**src/rtl/dispatch_queue.sv**
```systemverilog
// Dispatch queue between rename and the ROB/RS issue side, with CDB wakeup of buffered source operands.
// Optional same-cycle bypass of an incoming packet into an empty queue: define DISPATCH_BYPASS_EN.

package ooop_types;

    localparam int N_PHYS_REGS = 64;
    localparam int ROB_DEPTH   = 32;
    localparam int PREG_W      = $clog2(N_PHYS_REGS);
    localparam int ROB_W       = $clog2(ROB_DEPTH);

    typedef struct packed {
        logic              valid;
        logic [3:0]        uop;
        logic [ROB_W-1:0]  rob_tag;
        logic [PREG_W-1:0] prd;
        logic [PREG_W-1:0] prs1;
        logic              prs1_ready;
        logic [PREG_W-1:0] prs2;
        logic              prs2_ready;
        logic              is_load;
        logic              is_store;
        logic              is_branch;
        logic              is_jump;
    } rename_pkt_t;

    typedef enum logic [1:0] {
        RS_ALU = 2'd0,
        RS_BRU = 2'd1,
        RS_LSU = 2'd2
    } rs_class_e;

endpackage

module dispatch_queue #(
    parameter int DEPTH       = 4,
    parameter int N_PHYS_REGS = ooop_types::N_PHYS_REGS,
    parameter int ROB_DEPTH   = ooop_types::ROB_DEPTH
) (
    input  logic                           clk,
    input  logic                           rst,
    input  logic                           flush_i,
    input  logic                           recover_i,
    input  logic                           valid_in,
    output logic                           ready_out,
    input  ooop_types::rename_pkt_t        pkt_in,
    input  logic                           cdb_valid_i,
    input  logic [$clog2(N_PHYS_REGS)-1:0] cdb_preg_i,
    output logic                           rob_valid_o,
    input  logic                           rob_ready_i,
    output logic                           alu_valid_o,
    input  logic                           alu_ready_i,
    output logic                           bru_valid_o,
    input  logic                           bru_ready_i,
    output logic                           lsu_valid_o,
    input  logic                           lsu_ready_i,
    output ooop_types::rename_pkt_t        pkt_out,
    output logic [$clog2(DEPTH):0]         count_o
);

    localparam int PTR_W  = $clog2(DEPTH);
    localparam int CNT_W  = PTR_W + 1;
    localparam int PREG_W = $clog2(N_PHYS_REGS);

    typedef ooop_types::rename_pkt_t pkt_t;

    if (DEPTH < 2 || (DEPTH & (DEPTH - 1)) != 0) begin : g_bad_depth
        $error("dispatch_queue: DEPTH must be a power of 2 and at least 2");
    end
    // The packet layout is fixed by the package, so the register/ROB sizes must agree with it.
    if (PREG_W != ooop_types::PREG_W) begin : g_bad_preg
        $error("dispatch_queue: N_PHYS_REGS does not match ooop_types::PREG_W");
    end
    if ($clog2(ROB_DEPTH) != ooop_types::ROB_W) begin : g_bad_rob
        $error("dispatch_queue: ROB_DEPTH does not match ooop_types::ROB_W");
    end

    // ------------------------------------------------------------------
    // Helpers
    // ------------------------------------------------------------------
    function automatic pkt_t snoop(input pkt_t p, input logic cv, input logic [PREG_W-1:0] cp);
        pkt_t r;
        r = p;
        if (p.prs1 == '0 || (cv && p.prs1 == cp)) r.prs1_ready = 1'b1;
        if (p.prs2 == '0 || (cv && p.prs2 == cp)) r.prs2_ready = 1'b1;
        return r;
    endfunction

    function automatic ooop_types::rs_class_e classify(input pkt_t p);
        if (p.is_load || p.is_store)  return ooop_types::RS_LSU;
        if (p.is_branch || p.is_jump) return ooop_types::RS_BRU;
        return ooop_types::RS_ALU;
    endfunction

    // ------------------------------------------------------------------
    // State
    // ------------------------------------------------------------------
    pkt_t             mem [DEPTH];
    logic [DEPTH-1:0] entry_valid;
    logic [PTR_W-1:0] head;
    logic [PTR_W-1:0] tail;
    logic [CNT_W-1:0] count;

    logic                  kill;
    logic                  head_valid;
    logic                  bypass;
    logic                  out_valid;
    logic                  sel_ready;
    logic                  deq;
    logic                  pop;
    logic                  enq;
    pkt_t                  out_pkt;
    pkt_t                  in_snooped;
    ooop_types::rs_class_e out_cls;

    assign kill       = flush_i | recover_i;
    assign head_valid = entry_valid[head];
    assign ready_out  = (count < CNT_W'(DEPTH));
    assign count_o    = count;
    assign in_snooped = snoop(pkt_in, cdb_valid_i, cdb_preg_i);

`ifdef DISPATCH_BYPASS_EN
    // An empty queue lets the incoming packet be offered downstream in the same cycle.
    assign bypass = !head_valid && valid_in;
`else
    assign bypass = 1'b0;
`endif

    // ------------------------------------------------------------------
    // Head selection, routing and the all-or-nothing dispatch handshake
    // ------------------------------------------------------------------
    // NOTE: every variable driven here gets a default first so no latch is inferred.
    always_comb begin
        out_pkt = '0;
        if (head_valid) begin
            out_pkt       = snoop(mem[head], cdb_valid_i, cdb_preg_i);
            out_pkt.valid = 1'b1;
        end else if (bypass) begin
            out_pkt       = in_snooped;
            out_pkt.valid = 1'b1;
        end
    end

    assign pkt_out   = out_pkt;
    assign out_valid = head_valid | bypass;
    assign out_cls   = classify(out_pkt);

    always_comb begin
        sel_ready = 1'b0;
        case (out_cls)
            ooop_types::RS_ALU: sel_ready = alu_ready_i;
            ooop_types::RS_BRU: sel_ready = bru_ready_i;
            ooop_types::RS_LSU: sel_ready = lsu_ready_i;
            default:            sel_ready = 1'b0;
        endcase
    end

    // ROB and the chosen RS see the same beat; a flush/recover cycle dispatches nothing.
    assign deq         = out_valid && rob_ready_i && sel_ready && !kill;
    assign rob_valid_o = deq;
    assign alu_valid_o = deq && (out_cls == ooop_types::RS_ALU);
    assign bru_valid_o = deq && (out_cls == ooop_types::RS_BRU);
    assign lsu_valid_o = deq && (out_cls == ooop_types::RS_LSU);

    assign pop = deq && head_valid;
    assign enq = valid_in && ready_out && !kill && !(bypass && deq);

    // ------------------------------------------------------------------
    // Control state
    // ------------------------------------------------------------------
    // NOTE: sequential state uses non-blocking assignments so every flop samples pre-edge values.
    always_ff @(posedge clk) begin
        if (rst || kill) begin
            head        <= '0;
            tail        <= '0;
            count       <= '0;
            entry_valid <= '0;
        end else begin
            if (enq) begin
                entry_valid[tail] <= 1'b1;
                tail              <= tail + PTR_W'(1);
            end
            if (pop) begin
                entry_valid[head] <= 1'b0;
                head              <= head + PTR_W'(1);
            end
            count <= count + CNT_W'(enq) - CNT_W'(pop);
        end
    end

    // ------------------------------------------------------------------
    // Payload storage with CDB wakeup
    // ------------------------------------------------------------------
    // NOTE: the payload array is not reset; entry_valid alone decides whether a slot is meaningful.
    always_ff @(posedge clk) begin
        for (int i = 0; i < DEPTH; i++) begin
            if (enq && tail == PTR_W'(i)) begin
                mem[i] <= in_snooped;
            end else if (entry_valid[i]) begin
                mem[i] <= snoop(mem[i], cdb_valid_i, cdb_preg_i);
            end
        end
    end

    // ------------------------------------------------------------------
    // Structural invariants
    // ------------------------------------------------------------------
    a_count_bound: assert property (@(posedge clk) disable iff (rst)
        count <= CNT_W'(DEPTH));

    a_one_rs: assert property (@(posedge clk) disable iff (rst)
        $onehot0({alu_valid_o, bru_valid_o, lsu_valid_o}));

    a_rob_with_rs: assert property (@(posedge clk) disable iff (rst)
        rob_valid_o == (alu_valid_o | bru_valid_o | lsu_valid_o));

    a_no_dispatch_on_kill: assert property (@(posedge clk) disable iff (rst)
        kill |-> !rob_valid_o);

    a_count_matches_valid: assert property (@(posedge clk) disable iff (rst)
        (count == '0) == (entry_valid == '0));

endmodule

```
**config.mk**
```make
export PLATFORM = sky130hd
export DESIGN_NAME = dispatch_queue
export DESIGN_NICKNAME = d
export VERILOG_FILES = /design/src/rtl/dispatch_queue.sv
export SDC_FILE = /design/constraint.sdc
export NUM_CORES = 1
export LEC_CHECK = 0
export CORE_UTILIZATION = 50
export CTS_BUF_LIST = sky130_fd_sc_hd__clkbuf_8
export DETAILED_ROUTE_END_ITERATION = 6
export PLACE_DENSITY = 0.74
export SLEW_MARGIN = 15
export SYNTH_ARGS = -nofsm -noshare
export SYNTH_HDL_FRONTEND = slang
export SYNTH_SLANG_ARGS = --single-unit
```
**constraint.sdc**
```tcl
create_clock -name clk -period 6.89 [get_ports clk]
set_input_delay 1.378 -clock clk [delete_from_list [all_inputs] [get_ports clk]]
set_output_delay 1.378 -clock clk [all_outputs]
set_load 0.02 [all_outputs]
```
==> metrics <==
result of the run=completed; xor-xnor portion of the synthesized cell area=0.0950; peak ir drop on the vdd network=158 uV; router iterations before antenna repair=5; DP Wirelength=10300 um; post-synthesis async set-or-reset flop share=0; sequential area share after synthesis=0.611; Clock transition at path regs=0.08 ns; Core Area=0.0133 mm2; number of unique standard cell types used by synthesis=40; post-synthesis average cell area=15.1 um2; # diodes=0; top area cells in the synthesized netlist=edfxtp_1 57%, mux4_2 11%, xnor2_1 4.9%, xor2_1 4.6%, dfxtp_1 3.8%; buffers inserted by post-CTS timing repair=0; all-layer global routing usage=0.221; class of the tightest hold or removal check=register to register; wire length per cell after detailed routing=19.9 um; final weighted congestion in routability-driven placement=0.907; detailed-route via count=4232; count of mapped cells out of synthesis=458; 1st-iter DRT viols=314; final count of pins violating max slew=0; most frequent cell on the critical path=clkdlybuf4s50_1; worst setup skew after layout=0.0107 ns; worst-skew pair later-pin latency=0.46 ns; overall die area=0.0143 mm2; most frequently used cell type in the post-synthesis netlist=edfxtp_1; placed cell area=0.00797 mm2; total DRC errors in the routed layout=0; cell type with the highest aggregate area in the netlist=edfxtp_1; setup repair after global routing missed its margin=no; top-level port count=92; Total Nets Final=615; total of cells resized after clock tree synthesis=0; number of H-tree branching levels=4; Mapped Area=0.00691 mm2; slowest cell on the critical path=clkdlybuf4s50_1; CTS Root Cell=clkbuf_8; Worst Path Class, Setup=input pin to primary output; Total Negative Setup Slacks=0 ns; Req. time, crit path=5.51 ns; Setup Viol. Count Final=0; startpoint type of the worst setup path=input pin; clock tree buffer depth=2; summed area of non-filler cells in the final layout=0.00842 mm2; antenna violations before repair=0; final period demand of the worst path=5.11 ns; CTS buffer count=17; via count of the first global-routing pass=4447; DIE HEIGHT=120 um; Core Util, Final=0.630; fraction of the mapped netlist area in compound gates=0.0295; total detailed-routing wirelength=14800 um; period utilisation layout=0.741; adder and majority cell fraction of the synthesized area=0.0210; Max Freq=196 MHz; critical-path maximum fanout=12; register bit total from synthesis=145; maximum number of pins on one net before global-route repair=37; total nets after synthesis=519; Initial Utilization=0.518; # clock sinks=145; power density normalized to cell area=215 mW/mm2; Final Hold Viols=0; post-synthesis to final-layout area growth=21.8%; worst hold slack=0.584 ns; share of synthesized area spent on multiplexers=0.111; largest family of logic cells by synthesized area=multiplexers; sort of element at the end of the critical path=primary output; first-pass GRT wire length=23400 um; width of the chip=120 um; area share of and/or/nand/nor cells after synthesis=0.109; top cell type's share of synthesized area=0.573; number of hold-repair buffers added at the cts stage=0; clock tree from TritonCTS=yes; static power due to leakage=2.68 nW; relative max-transition margin=0.253; slowest stage delay, CP=0.97 ns; row count=42; critical path data arrival time=3.73 ns; post-DR vias/cell=5.70; number of max-capacitance violations reported=0; input/output buffers=90; count of flip-flops with a built-in enable after synthesis=132; fraction of final layout cells with drive strength greater than 1=0.141; remaining antenna violation count after routing=0; primary flip-flop cell chosen by synthesis mapping=edfxtp_1; Commonest cells post-synth=132 x edfxtp_1, 39 x xnor2_1, 36 x xor2_1; YS warnings=0; cells traversed along the worst timing path=clkdlybuf4s50_1, xnor2_1, nand4_1, nor4_1, o31a_1, clkdlybuf4s50_1; measured slew at the worst slew-check pin=1.12 ns; grt total ovfl=0
==> layout make-up <==
class / instances / area [um2]
clock buffer: 17 / 234
clock inverter: 15 / 208
fill: 1008 / 4930
inverter: 13 / 48.8
multi-input combinational: 280 / 2530
sequential: 145 / 4230
tap: 176 / 220
timing repair buffer: 97 / 953
==> layout by cell type (no fill, tap or decap), drive strengths merged <==
cell type      instances
and2                  32
nand2b                 4
nor3                  14
nand2                 15
clkdlybuf4s50         90
a21o                   1
buf                    7
a211oi                 1
nor2b                  1
ha                    10
edfxtp               132
nor4                  18
clkinvlp               3
inv                   16
o31a                   2
xnor2                 39
nor4b                  2
xor2                  36
or3                    1
fa                     1
nand3                  3
o21a                   1
or4                   10
nand4                 12
o21ai                  5
clkbuf                17
nor3b                  1
clkinv                 5
a211o                  1
bufinv                 4
dfxtp                 13
nor2                  16
a21oi                 17
or2                    1
mux4                  34
o41ai                  2
==> critical path: cells and delay by family <==
kind            cells  cell delay, ns
buf+inv             2            1.59
simple gates        2            0.35
compound gates      1            0.22
xor+xnor            1            0.19
==> power breakdown <==
group,switching (mW),internal (mW),leakage (nW),total [mW]
Clock,0.333,0.398,0.211,0.731
Combinational,0.0544,0.0526,1.17,0.107
Sequential,0.00359,0.966,1.30,0.969
Total,0.391,1.42,2.68,1.81
==> metrics by stage <==
step,power (mW),instances,worst slack (ns)
3_5_place_dp,1.10,711,1.80
2_1_floorplan,1.04,458,3.02
4_1_cts,1.82,743,1.79
6_report,1.81,743,1.78
3_3_place_gp,1.09,711,1.79
5_1_grt,1.86,743,1.66
==> worst paths after layout <==
check | from | endpoint | slack (ns) | cells after the start
worst min-delay path | count_o[0] | count_o[0] | 0.58 | 2
worst max register to register | register | count_o[2] | 2.97 | 13
worst max-delay path | cdb_preg_i[2] | pkt_out[11] | 1.78 | 6
worst min register to register | count_o[0] | count_o[0] | 0.58 | 2
==> cells by family (layout without fill, tap and decap cells) <==
group                      count (synthesis)  count (layout)
AOI/OAI and AO/OA                         30              30
and+or+nand+nor                          130             130
DFF                                      145             145
xor gates and xnor gates                  75              75
muxes                                     34              34
buffers and inverters                     33             142
adders and majority gates                 11              11
==> per-layer routing <==
| layer | vias to the layer above | wire length [um] | track usage | share of wire |
|---|---|---|---|---|
| li1 | 1935 | - | - | - |
| met5 | - | 0 | 0 | 0 |
| met4 | 0 | 263 | 0.0938 | 0.018 |
| met3 | 23 | 701 | 0.0475 | 0.047 |
| met2 | 118 | 7970 | 0.392 | 0.54 |
| met1 | 2156 | 5860 | 0.258 | 0.40 |
==> flip-flops by register name, summed over array words and instances (netlist names), named ones only <==
signal,count
count_o,3
entry_valid,4
head,2
mem,132
tail,2
(Power assumes the default switching activity.)
